## src/rtl/global_types.sv

```systemverilog
// Shared execute-stage types: ALU control and multiply/divide opcodes.
package global_types;

  typedef enum logic [3:0] {
    ALU_ADD  = 4'd0,
    ALU_SUB  = 4'd1,
    ALU_AND  = 4'd2,
    ALU_OR   = 4'd3,
    ALU_XOR  = 4'd4,
    ALU_NOR  = 4'd5,
    ALU_SLT  = 4'd6,
    ALU_SLTU = 4'd7,
    ALU_SLL  = 4'd8,
    ALU_SRL  = 4'd9,
    ALU_SRA  = 4'd10,
    ALU_LUI  = 4'd11
  } alu_ctrl_t;

  typedef enum logic [2:0] {
    MD_NONE  = 3'd0,
    MD_MULT  = 3'd1,
    MD_MULTU = 3'd2,
    MD_DIV   = 3'd3,
    MD_DIVU  = 3'd4,
    MD_MTHI  = 3'd5,
    MD_MTLO  = 3'd6
  } muldiv_op_t;

  // Quotient returned on divide-by-zero; sliced to the unit's width.
  localparam logic [63:0] MULDIV_DIV0_LO = {64{1'b1}};

  function automatic logic is_iterative_op(input logic [2:0] op);
    is_iterative_op = (op == MD_MULT) || (op == MD_MULTU) ||
                      (op == MD_DIV)  || (op == MD_DIVU);
  endfunction

endpackage

```

## src/rtl/execute_muldiv_step.sv

```systemverilog
// One iteration of the shift-add multiplier or restoring divider.
module execute_muldiv_step
  import global_types::*;
#(
  parameter int WIDTH = 32
) (
  input  logic [2*WIDTH-1:0] acc,
  input  logic [WIDTH-1:0]   operand,
  input  logic               mode,
  output logic [2*WIDTH-1:0] acc_next,
  output logic               q_bit
);

  logic [WIDTH:0]   sum_s;
  logic [WIDTH:0]   rem_sh_s;
  logic [WIDTH-1:0] diff_s;

  // Multiply: {partial, multiplier} shifts right; divide: {rem, dividend} shifts left, LSB left for q_bit.
  always_comb begin
    sum_s    = {1'b0, acc[2*WIDTH-1:WIDTH]} +
               (acc[0] ? {1'b0, operand} : {(WIDTH+1){1'b0}});
    rem_sh_s = {acc[2*WIDTH-1:WIDTH], acc[WIDTH-1]};
    diff_s   = rem_sh_s[WIDTH-1:0] - operand;
    acc_next = {2*WIDTH{1'b0}};
    q_bit    = 1'b0;
    if (mode) begin
      if (rem_sh_s >= {1'b0, operand}) begin
        acc_next = {diff_s, acc[WIDTH-2:0], 1'b0};
        q_bit    = 1'b1;
      end else begin
        acc_next = {rem_sh_s[WIDTH-1:0], acc[WIDTH-2:0], 1'b0};
        q_bit    = 1'b0;
      end
    end else begin
      acc_next = {sum_s, acc[WIDTH-1:1]};
      q_bit    = 1'b0;
    end
  end

endmodule

```

## src/rtl/execute_muldiv.sv

```systemverilog
// Iterative MULT/MULTU/DIV/DIVU unit owning HI/LO; stalls the pipeline while busy.
module execute_muldiv
  import global_types::*;
#(
  parameter int WIDTH = 32
) (
  input  logic             clock,
  input  logic             reset,
  input  logic             start,
  input  logic [2:0]       op,
  input  logic [WIDTH-1:0] a,
  input  logic [WIDTH-1:0] b,
  input  logic             flush,
  output logic             stall,
  output logic             busy,
  output logic             done,
  output logic [WIDTH-1:0] hi,
  output logic [WIDTH-1:0] lo
);

  localparam int CW = $clog2(WIDTH);

  typedef enum logic [1:0] {
    ST_IDLE = 2'd0,
    ST_RUN  = 2'd1,
    ST_FIN  = 2'd2
  } state_t;

  state_t             state_r;
  logic [CW-1:0]      count_r;
  logic [2*WIDTH-1:0] acc_r;
  logic [WIDTH-1:0]   opnd_r;
  logic               is_div_r;
  logic               neg_res_r;
  logic               neg_rem_r;
  logic               div0_r;
  logic               busy_r;
  logic               done_r;
  logic [WIDTH-1:0]   hi_r;
  logic [WIDTH-1:0]   lo_r;

  logic               issue_s;
  logic               signed_op_s;
  logic               div_op_s;
  logic [WIDTH-1:0]   a_mag_s;
  logic [WIDTH-1:0]   b_mag_s;
  logic [2*WIDTH-1:0] step_acc_s;
  logic               step_q_s;
  logic [2*WIDTH-1:0] prod_s;
  logic [WIDTH-1:0]   fin_hi_s;
  logic [WIDTH-1:0]   fin_lo_s;

  function automatic logic [WIDTH-1:0] neg_w(input logic [WIDTH-1:0] v);
    neg_w = ~v + WIDTH'(1);
  endfunction

  function automatic logic [WIDTH-1:0] mag_w(input logic [WIDTH-1:0] v);
    if (v[WIDTH-1]) mag_w = neg_w(v);
    else            mag_w = v;
  endfunction

  execute_muldiv_step #(.WIDTH(WIDTH)) u_step (
    .acc      (acc_r),
    .operand  (opnd_r),
    .mode     (is_div_r),
    .acc_next (step_acc_s),
    .q_bit    (step_q_s)
  );

  // Issue decode and operand magnitudes (signed ops run on |a|, |b|).
  always_comb begin
    issue_s     = start & ~flush & is_iterative_op(op);
    signed_op_s = (op == MD_MULT) || (op == MD_DIV);
    div_op_s    = (op == MD_DIV)  || (op == MD_DIVU);
    if (signed_op_s) begin
      a_mag_s = mag_w(a);
      b_mag_s = mag_w(b);
    end else begin
      a_mag_s = a;
      b_mag_s = b;
    end
  end

  // Sign correction of the finished unsigned result.
  always_comb begin
    prod_s   = {2*WIDTH{1'b0}};
    fin_hi_s = {WIDTH{1'b0}};
    fin_lo_s = {WIDTH{1'b0}};
    if (is_div_r) begin
      fin_hi_s = neg_rem_r ? neg_w(acc_r[2*WIDTH-1:WIDTH]) : acc_r[2*WIDTH-1:WIDTH];
      if (div0_r) fin_lo_s = MULDIV_DIV0_LO[WIDTH-1:0];
      else        fin_lo_s = neg_res_r ? neg_w(acc_r[WIDTH-1:0]) : acc_r[WIDTH-1:0];
    end else begin
      prod_s = neg_res_r ? (~acc_r + (2*WIDTH)'(1)) : acc_r;
      {fin_hi_s, fin_lo_s} = prod_s;
    end
  end

  // Control FSM, iteration datapath and HI/LO registers.
  always_ff @(posedge clock or posedge reset) begin
    if (reset) begin
      state_r   <= ST_IDLE;
      count_r   <= {CW{1'b0}};
      acc_r     <= {2*WIDTH{1'b0}};
      opnd_r    <= {WIDTH{1'b0}};
      is_div_r  <= 1'b0;
      neg_res_r <= 1'b0;
      neg_rem_r <= 1'b0;
      div0_r    <= 1'b0;
      busy_r    <= 1'b0;
      done_r    <= 1'b0;
      hi_r      <= {WIDTH{1'b0}};
      lo_r      <= {WIDTH{1'b0}};
    end else begin
      done_r <= 1'b0;
      case (state_r)
        ST_IDLE: begin
          if (issue_s) begin
            acc_r     <= div_op_s ? {{WIDTH{1'b0}}, a_mag_s} : {{WIDTH{1'b0}}, b_mag_s};
            opnd_r    <= div_op_s ? b_mag_s : a_mag_s;
            is_div_r  <= div_op_s;
            neg_res_r <= signed_op_s & (a[WIDTH-1] ^ b[WIDTH-1]);
            neg_rem_r <= signed_op_s & a[WIDTH-1];
            div0_r    <= (b == {WIDTH{1'b0}});
            count_r   <= {CW{1'b0}};
            busy_r    <= 1'b1;
            state_r   <= ST_RUN;
          end else if (start && !flush && op == MD_MTHI) begin
            hi_r <= a;
          end else if (start && !flush && op == MD_MTLO) begin
            lo_r <= a;
          end
        end
        ST_RUN: begin
          if (flush) begin
            busy_r  <= 1'b0;
            state_r <= ST_IDLE;
          end else begin
            acc_r   <= step_acc_s | {{(2*WIDTH-1){1'b0}}, step_q_s};
            count_r <= count_r + CW'(1);
            if (count_r == CW'(WIDTH-1)) state_r <= ST_FIN;
          end
        end
        ST_FIN: begin
          if (!flush) begin
            hi_r   <= fin_hi_s;
            lo_r   <= fin_lo_s;
            done_r <= 1'b1;
          end
          busy_r  <= 1'b0;
          state_r <= ST_IDLE;
        end
        default: begin
          busy_r  <= 1'b0;
          state_r <= ST_IDLE;
        end
      endcase
    end
  end

  assign stall = busy_r | issue_s;
  assign busy  = busy_r;
  assign done  = done_r;
  assign hi    = hi_r;
  assign lo    = lo_r;

endmodule

```

## config.mk

```make
export PLATFORM = sky130hd
export DESIGN_NAME = execute_muldiv
export DESIGN_NICKNAME = d
export VERILOG_FILES = /design/src/rtl/global_types.sv /design/src/rtl/execute_muldiv_step.sv /design/src/rtl/execute_muldiv.sv
export SDC_FILE = /design/constraint.sdc
export NUM_CORES = 1
export LEC_CHECK = 0
export BUFFER_PORTS_ARGS = -buffer_cell sky130_fd_sc_hd__buf_4
export CAP_MARGIN = 15
export CORE_UTILIZATION = 62
export CTS_CLUSTER_SIZE = 14
export DETAILED_ROUTE_END_ITERATION = 8
export GPL_ROUTABILITY_DRIVEN = 1
export PLACE_DENSITY = 0.85
export SETUP_SLACK_MARGIN = 0.05
export SLEW_MARGIN = 20
export SYNTH_ARGS = -nofsm -noshare
export SYNTH_HDL_FRONTEND = slang
export SYNTH_HIERARCHICAL = 1
export SYNTH_SLANG_ARGS = --single-unit
```

## constraint.sdc

```tcl
create_clock -name clock -period 6.65 [get_ports clock]
set_input_delay 0.3325 -clock clock [delete_from_list [all_inputs] [get_ports clock]]
set_output_delay 0.3325 -clock clock [all_outputs]
set_load 0.03 [all_outputs]
```

==> results of run 1 <==
==> power by group <==
group | total (mW) | switching, mW | internal, mW | leakage [nW]
combinational | 3.88 | 2.26 | 1.62 | 5.11
sequential | 1.91 | 0.561 | 1.35 | 2.15
clock | 1.05 | 0.483 | 0.570 | 0.294
total | 6.84 | 3.30 | 3.54 | 7.55
==> layout make-up <==
type                    count  area, sq um  share of cell area [%]
inverters                  63        241.5                   1.413
multi-input cells        1562        10350                   60.53
flip-flops and latches    173         4330                   25.34
repair buffers            153         1169                   6.837
well taps                 324        405.4                   2.372
clock buffers              18        429.2                   2.511
clock inverters            14        170.2                  0.9956
==> cell usage in the layout, fill, tap and decap left out, types with 13 or more instances in the layout <==
cell / instances
sky130_fd_sc_hd__a31oi_1: 22
sky130_fd_sc_hd__dfrtp_1: 172
sky130_fd_sc_hd__a22oi_1: 13
sky130_fd_sc_hd__buf_4: 152
sky130_fd_sc_hd__mux2i_1: 39
sky130_fd_sc_hd__a21oi_1: 170
sky130_fd_sc_hd__a211oi_1: 17
sky130_fd_sc_hd__o41ai_1: 14
sky130_fd_sc_hd__o21ai_1: 17
sky130_fd_sc_hd__inv_1: 59
sky130_fd_sc_hd__nand2b_1: 17
sky130_fd_sc_hd__clkbuf_16: 17
sky130_fd_sc_hd__o22ai_1: 37
sky130_fd_sc_hd__ha_1: 70
sky130_fd_sc_hd__or4_1: 13
sky130_fd_sc_hd__nor3_1: 40
sky130_fd_sc_hd__nand4_1: 19
sky130_fd_sc_hd__and2_1: 41
sky130_fd_sc_hd__nand3_1: 32
sky130_fd_sc_hd__o31ai_1: 20
sky130_fd_sc_hd__o21ai_0: 126
sky130_fd_sc_hd__o221ai_1: 17
sky130_fd_sc_hd__or3_1: 19
sky130_fd_sc_hd__and3_1: 24
sky130_fd_sc_hd__nand2_1: 170
sky130_fd_sc_hd__a22o_1: 37
sky130_fd_sc_hd__xor2_1: 76
sky130_fd_sc_hd__xnor2_1: 91
sky130_fd_sc_hd__nor2_1: 178
sky130_fd_sc_hd__nor4_1: 20
sky130_fd_sc_hd__mux2_2: 34
sky130_fd_sc_hd__a21o_1: 35
==> kinds of logic (layout without fill, tap and decap cells) <==
kind of cell             count (synthesis)  count (layout)
AO/OA/AOI/OAI                          629             629
XOR/XNOR                               167             167
adder cells (fa/ha/maj)                 72              72
buffers and inverters                  178             248
flip-flops                             173             173
multiplexers                            74              74
AND/OR/NAND/NOR                        620             620
==> synthesized netlist by cell type, types with 23 or more instances <==
| cell type | n | area [sq um] |
|---|---|---|
| sky130_fd_sc_hd__xor2_1 | 76 | 665.6 |
| sky130_fd_sc_hd__and3_1 | 24 | 150.1 |
| sky130_fd_sc_hd__a22o_1 | 37 | 324.1 |
| sky130_fd_sc_hd__mux2_2 | 34 | 382.9 |
| sky130_fd_sc_hd__clkbuf_1 | 93 | 349.1 |
| sky130_fd_sc_hd__a21o_1 | 35 | 262.8 |
| sky130_fd_sc_hd__nor3_1 | 40 | 200.2 |
| sky130_fd_sc_hd__and2_1 | 41 | 256.5 |
| sky130_fd_sc_hd__o21ai_0 | 127 | 635.6 |
| sky130_fd_sc_hd__xnor2_1 | 91 | 797.0 |
| sky130_fd_sc_hd__a31oi_1 | 23 | 143.9 |
| sky130_fd_sc_hd__nand2_1 | 170 | 638.1 |
| sky130_fd_sc_hd__inv_1 | 60 | 225.2 |
| sky130_fd_sc_hd__a21oi_1 | 171 | 855.8 |
| sky130_fd_sc_hd__mux2i_1 | 39 | 390.4 |
| sky130_fd_sc_hd__nand3_1 | 32 | 160.2 |
| sky130_fd_sc_hd__nor2_1 | 180 | 675.7 |
| sky130_fd_sc_hd__dfrtp_1 | 173 | 4329 |
| sky130_fd_sc_hd__o22ai_1 | 37 | 231.5 |
| sky130_fd_sc_hd__ha_1 | 70 | 875.8 |
==> flip-flops by register name, summed over array words and instances (netlist names) <==
name       count
count_r        5
busy           1
hi            32
div0_r         1
state_r        2
is_div_r       1
lo            32
neg_rem_r      1
neg_res_r      1
acc_r         64
done           1
opnd_r        32
==> critical path, delay by kind of cell (launching register included) <==
family / cells / cell delay (ps)
and+or+nand+nor: 2 / 1460
AOI/OAI and AO/OA: 3 / 1060
buffers and inverters: 2 / 800
DFF: 1 / 660
==> worst min path at each step <==
stage | startpoint | end | slack, ps | cells past startpoint
after global routing | reset | acc_r[36]$_DFFE_PP0P_ | 170 | 2
after global placement | count_r[4]$_DFFE_PP0P_ | count_r[4]$_DFFE_PP0P_ | 460 | 2
after CTS | reset | acc_r[34]$_DFFE_PP0P_ | 120 | 2
after floorplan | count_r[4]$_DFFE_PP0P_ | count_r[4]$_DFFE_PP0P_ | 450 | 2
after detailed placement | count_r[4]$_DFFE_PP0P_ | count_r[4]$_DFFE_PP0P_ | 470 | 2
final | reset | acc_r[34]$_DFFE_PP0P_ | 80 | 2
==> per-layer routing <==
metal,wire length [um],part of all wire [%],vias up
met5,0,0,-
met4,2122,4.2,0
met3,5484,11,175
met2,22530,44,992
met1,20490,40,7451
li1,-,-,7111
==> per-stage QoR <==
stage | worst slack [ps] | instance area (sq um)
after floorplan | 1629 | 15370
after global placement | 2533 | 16460
after detailed placement | 2327 | 16460
after CTS | 2307 | 17060
after global routing | 2364 | 17090
final | 2574 | 17090
==> results.cfg, run 1 <==
[run_status]
outcome = finished, final reports clean

[floorplan]
die_span_y_um = 159.4
floorplan.die_area_sq_um = 25420
placementRows = 57
floorplan.die.width_um = 159.4
fp.coreArea_sq_um = 24320
design.portCount = 138
start_util_pct = 63.19

[placed_design]
place.gp.congestion = 0.9862
port_buffers = 137
dp.final_hpwl_um = 37420
dp.cells = 2274

[global_routing]
met1_usage_pct = 54.30
number_of_global_route_vias_before_repair = 14580
grt_most_used_layer = met2
grt_usage_pct = 39.40
use_met2_pct = 60.77
grt.overflow.total = 0
pin_count_of_the_biggest_net_entering_global_routing = 99
grt_antenna_before_repair = 0
grt_use_met3_pct = 6.486
grt_pass1_wl_um = 79320

[cells_and_area]
num-nets-final = 2113
final.fill_count = 1961
layout-drive-gt1-share_pct = 13.46
antennaDiodeCount = 0
final_cells = 2307
layout.core_utilization_pct = 70.28
layout-area-overhead-vs-synth_pct = 11.21

[critical_path]
r2r_start = state_r[0]$_DFFE_PP0P_
regToRegSetupSlack_ps = 2570
slowest_stage = sky130_fd_sc_hd__nor2_1
r2r.worst_path.cells = 7
worst_path_arrival_ps = 4460
crit_start = state_r[0]$_DFFE_PP0P_
cp_slowest_stage_delay_ps = 890
timing.rr.end = opnd_r[27]$_DFFE_PP0P_
worstSetupEndpoint = opnd_r[27]$_DFFE_PP0P_
start_to_end_type_of_the_worst_setup_path = register to register
required_time_at_the_worst_slack_endpoint_ps = 7040
path_cells = clkinv_1, a211o_2, nor2_1, buf_4, nand2_1, o22ai_1, a21o_1
endpoint_kind = register
critPathMaxFanout = 22
setup.worst_path.start_class = register

[timing]
post-route-min-period_ps = 4076
worstMarginPinSlew_ps = 1169
timing.final.setup_violations = 0
timing.hold.ws_ps = 83.03
grt_setup_unrepaired = false
hold_viol_final = 0
finalCritPeriodShare_pct = 61.30
relSlewSlack_pct = 21.81
fin_worst_skew_ps = 14.69
fin_setup_tns_ps = 0
timing.fmax_ghz = 0.2453
final_max_slew_viol_count = 0

[route]
wl_per_cell_um = 21.94
finalWirelength_um = 50630
detailroute.via_count = 15730
drt-vias-per-instance = 6.818
final_antenna_net_count = 0
detail_route.drc_violations = 0
count_of_tritonroute_iterations_in_the_first_routing_pass = 6
detailedRoute.firstIterationViolations = 2223

[clocking]
cts.clk_slew.worst_paths_ps = 80
cts.htree.levels = 4
tritoncts = done
insertion_delay_ps = 450
cts_sinks = 173
cts_setup_buffers = 0
post_cts.resized_instances = 0
clock_path_buffers = 2
cts_buffers = 17
postCtsHoldBufs = 0
root_buffer = sky130_fd_sc_hd__clkbuf_16

[synthesis]
synth_adder_area_share_pct = 5.959
synth_top_family_by_area = compound AO/OA/AOI/OAI gates
synth_async_sr_flop_share_pct = 100.0
synth.mux.area_fraction_pct = 5.129
synth_simple_gate_area_share_pct = 19.48
seq_area_frac_synth_pct = 28.17
postSynthAreaPerCell_sq_um = 8.034
synth_nets = 2056
ys_types = 90
synth_compound_area_share_pct = 26.94
postSynthRegisterBits = 173
postSynthCellCount = 1913
syn-cell-area_sq_um = 15370
post_synth_xor_area_fraction_pct = 9.517
warnings_from_yosys = 6
primary_ff_master_synth = sky130_fd_sc_hd__dfrtp_1
synth_edf_count = 0

[power_and_ir_drop]
total_power_mw = 6.840
ir_worst_vdd_mv = 0.2117
p_per_area_nw_per_um2 = 400.2
leakage_nw = 7.553

[run]
number_of_maximum_capacitance_constraint_violations = 0

[worst_hold_path]
worst_hold_path_type = input pin to asynchronous set/reset pin
Power figures use the tool's default switching activity.
==> inputs of run 2 (changes only) <==
- ABC_AREA: not set -> 1
- CORE_UTILIZATION: 62 -> 57
- PLACE_DENSITY: 0.85 -> 0.81
- clock period: 6.65 -> 3.7 ns (I/O delays scaled with it)
==> run 2 against run 1 <==
- flip-flop and latch count did not move
- synthesized area is 20% higher
- via count rose by 47%
- design area is 20% higher
- die area up 31%
- global-route usage increased by 11 points
- sequential share of layout area shrank 4.2 points
- clock power up 86%
- count of clock-buffer cells in the layout shrank 1
- largest power group unchanged
==> results.cfg, run 2 <==
[placed_design]
place.gp.congestion = 1.133
port_buffers = 137
detailed_place.area_sq_um = 19840
dp.final_hpwl_um = 64930

[clocking]
cts_buffers = 17
clock_path_buffers = 2
cts.htree.levels = 4
cts_sinks = 173
insertion_delay_ps = 470
cts.clk_slew.worst_paths_ps = 80
tritoncts = done
root_buffer = sky130_fd_sc_hd__clkbuf_16

[critical_path]
start_to_end_type_of_the_worst_setup_path = register to register
critical_path.most_common_cell = sky130_fd_sc_hd__nand2_1
regToRegSetupSlack_ps = 150
setup.worst_path.start_class = register
worst_path_arrival_ps = 3930
critPathMaxFanout = 6
r2r_start = acc_r[0]$_DFFE_PP0P_
timing.rr.end = hi[10]$_DFFE_PP0P_
r2r.worst_path.cells = 12
crit_buf_inv = 1
crit_start = acc_r[0]$_DFFE_PP0P_
endpoint_kind = register
slowest_stage = sky130_fd_sc_hd__nor2_1
worstSetupEndpoint = hi[10]$_DFFE_PP0P_
required_time_at_the_worst_slack_endpoint_ps = 4090
path_cells = inv_1, ha_1, nand3_1, nor2_2, nand2_1, nor2_1, nand2_1, nand2_1, o21ai_0, nand2_1, nand3_1, a22oi_1
cp_slowest_stage_delay_ps = 610
cp_top_family = simple AND/OR/NAND/NOR gates
critical_path_cell_count = 12

[timing]
post-route-min-period_ps = 3546
grt_setup_unrepaired = false
relSlewSlack_pct = 26.01
timing.hold.ws_ps = 22.67
fin_worst_skew_ps = 16.94
hold_viol_final = 0
worstMarginPinSlew_ps = 1109
final_max_slew_viol_count = 0
timing.final.setup_violations = 0
timing.fmax_ghz = 0.2820
fin_setup_tns_ps = 0
finalCritPeriodShare_pct = 95.84

[synthesis]
ys_types = 48
synth_most_common_cell = sky130_fd_sc_hd__nand2_1
synth_edf_count = 0
library_cell_with_the_largest_summed_area_after_synthesis = sky130_fd_sc_hd__dfrtp_1
netlist.area_leader.share_pct = 23.38
synth.top_cells.by_area = sky130_fd_sc_hd__dfrtp_1 (23%), sky130_fd_sc_hd__nand2_1 (21%), sky130_fd_sc_hd__inv_1 (8.7%), sky130_fd_sc_hd__nor2_1 (8.3%), sky130_fd_sc_hd__nand3_1 (7.3%)
postSynthCellCount = 3200
synth_nets = 3343
syn-cell-area_sq_um = 18520
synth_commonest_cells = sky130_fd_sc_hd__nand2_1 (1,023), sky130_fd_sc_hd__inv_1 (430), sky130_fd_sc_hd__nor2_1 (407), sky130_fd_sc_hd__nand3_1 (270), sky130_fd_sc_hd__a21oi_1 (179)
postSynthRegisterBits = 173
warnings_from_yosys = 6
seq_area_frac_synth_pct = 23.38
synth_async_sr_flop_share_pct = 100.0
postSynthAreaPerCell_sq_um = 5.786
primary_ff_master_synth = sky130_fd_sc_hd__dfrtp_1

[global_routing]
grt_antenna_before_repair = 2
grt_pass1_wl_um = 125500
grt_usage_pct = 50.40
pin_count_of_the_biggest_net_entering_global_routing = 90
grt.overflow.total = 0
number_of_global_route_vias_before_repair = 21480

[floorplan]
fp.coreArea_sq_um = 31720
die_span_y_um = 182.2
floorplan.die.width_um = 182.2
placementRows = 65
floorplan.die_area_sq_um = 33210
start_util_pct = 58.37
design.portCount = 138

[power_and_ir_drop]
pwr-share-clk_pct = 10.1
pwr-share-comb_pct = 70.3
leakage_nw = 10.96
ir_worst_vdd_mv = 0.7124
p_int_mw = 7.864
p_switching_mw = 11.46
power_frac_seq_pct = 19.6
power_switching_share_pct = 59.31
p_per_area_nw_per_um2 = 943.6

[cells_and_area]
largest_register_ffs = 64
stdcell_area_sq_um = 20480
final_cell_mix = sky130_fd_sc_hd__nand2_1 (1,023), sky130_fd_sc_hd__inv_1 (429), sky130_fd_sc_hd__nor2_1 (406), sky130_fd_sc_hd__nand3_1 (270), sky130_fd_sc_hd__a21oi_1 (179)
final.fill_count = 3049
final_common_cell = sky130_fd_sc_hd__nand2_1
largest_register = acc_r
layout-area-overhead-vs-synth_pct = 10.63
num-nets-final = 3437
layout-drive-gt1-share_pct = 8.588
layout.core_utilization_pct = 64.58

[route]
count_of_tritonroute_iterations_in_the_first_routing_pass = 7
detailroute.via_count = 23170
finalWirelength_um = 83260
detailedRoute.firstIterationViolations = 3829
final_antenna_net_count = 0
drt-vias-per-instance = 6.244
wl_per_cell_um = 22.44
detail_route.drc_violations = 0

[run_status]
outcome = finished, final reports clean

[run]
number_of_maximum_capacitance_constraint_violations = 0

[worst_hold_path]
worst_hold_path_type = input pin to register
run 2: cell count changes in the layout (fill, tap and decap cells not counted), moves of 39 or more:
cell	previous run	this run
sky130_fd_sc_hd__inv_1	59	429
sky130_fd_sc_hd__nand3_1	32	270
sky130_fd_sc_hd__nor2_1	178	406
sky130_fd_sc_hd__xnor2_1	91	19
sky130_fd_sc_hd__nand2_1	170	1023
sky130_fd_sc_hd__o21ai_0	126	168
sky130_fd_sc_hd__mux2i_1	39	0
run 2: per-stage QoR:
step                      std cells  power, mW  setup slack [ps]
after floorplan                3200      12.56              1166
after global placement         3674      16.49             603.6
after detailed placement       3674      16.69             542.4
after CTS                      3709      18.67             532.3
after global routing           3709      20.51             203.5
final                          3711      19.33             154.0
run 2: how the worst min path moves through the flow:
stage               startpoint                  to  slack (ps)  cells past startpoint
CTS                      b[31]  div0_r$_DFFE_PP0P_          30                      4
global route             b[31]  div0_r$_DFFE_PP0P_          50                      4
global placement         reset  hi[23]$_DFFE_PP0P_         290                      2
finish                   b[31]  div0_r$_DFFE_PP0P_          20                      4
floorplan                flush      done$_DFF_PP0_         250                      1
detailed placement       reset  hi[23]$_DFFE_PP0P_         320                      2
run 2: cell type report:
type | count | area, sq um | share of cell area (%)
timing repair buffer | 180 | 1371 | 6.695
sequential | 173 | 4330 | 21.14
clock inverter | 15 | 178.9 | 0.8735
multi-input combinational | 2479 | 12000 | 58.59
clock buffer | 17 | 425.4 | 2.077
antenna | 2 | 5.005 | 0.02443
inverter | 443 | 1669 | 8.149
tap | 402 | 503.0 | 2.456
run 2: logic make-up after synthesis:
family	count (synthesis)	synth area share [%]
buffers and inverters	548	11.82
flip-flops	173	23.38
adder cells (fa/ha/maj)	72	4.947
AND/OR/NAND/NOR	1854	42.01
AO/OA/AOI/OAI	494	15.06
XOR/XNOR	59	2.791
run 2: worst reg2reg max path, cell delays in order, from the launching register on:
cell	delay, ps
sky130_fd_sc_hd__dfrtp_1	500
sky130_fd_sc_hd__inv_1	210
sky130_fd_sc_hd__ha_1	230
sky130_fd_sc_hd__nand3_1	200
sky130_fd_sc_hd__nor2_2	280
sky130_fd_sc_hd__nand2_1	150
sky130_fd_sc_hd__nor2_1	610
sky130_fd_sc_hd__nand2_1	110
sky130_fd_sc_hd__nand2_1	110
sky130_fd_sc_hd__o21ai_0	350
sky130_fd_sc_hd__nand2_1	400
sky130_fd_sc_hd__nand3_1	140
sky130_fd_sc_hd__a22oi_1	180
run 2: metal layers:
layer  vias to the layer above  wire length, um  track usage, %
met4                         0             7713           40.50
met1                     10490            29430           60.63
met2                      1811            34750           75.17
met3                       426            11370           14.67
met5                         -                0               0
li1                      10440                -               -
run 2: what timing repair did:
item,4_1_cts,5_1_grt
endpoints found under the hold margin,29,0
hold buffers,3,0
buffers inserted,0,0
resized for setup,0,0
run 2: power by group through the flow:
| stage | Clock, mW | Sequential, mW | Combinational, mW |
|---|---|---|---|
| 3_3_place_gp | 0 | 3.71 | 12.8 |
| 4_1_cts | 1.93 | 3.72 | 13.0 |
| 5_1_grt | 1.99 | 3.86 | 14.7 |
| 2_1_floorplan | 0 | 3.98 | 8.58 |
| 6_report | 1.95 | 3.79 | 13.6 |
| 3_5_place_dp | 0 | 3.75 | 12.9 |
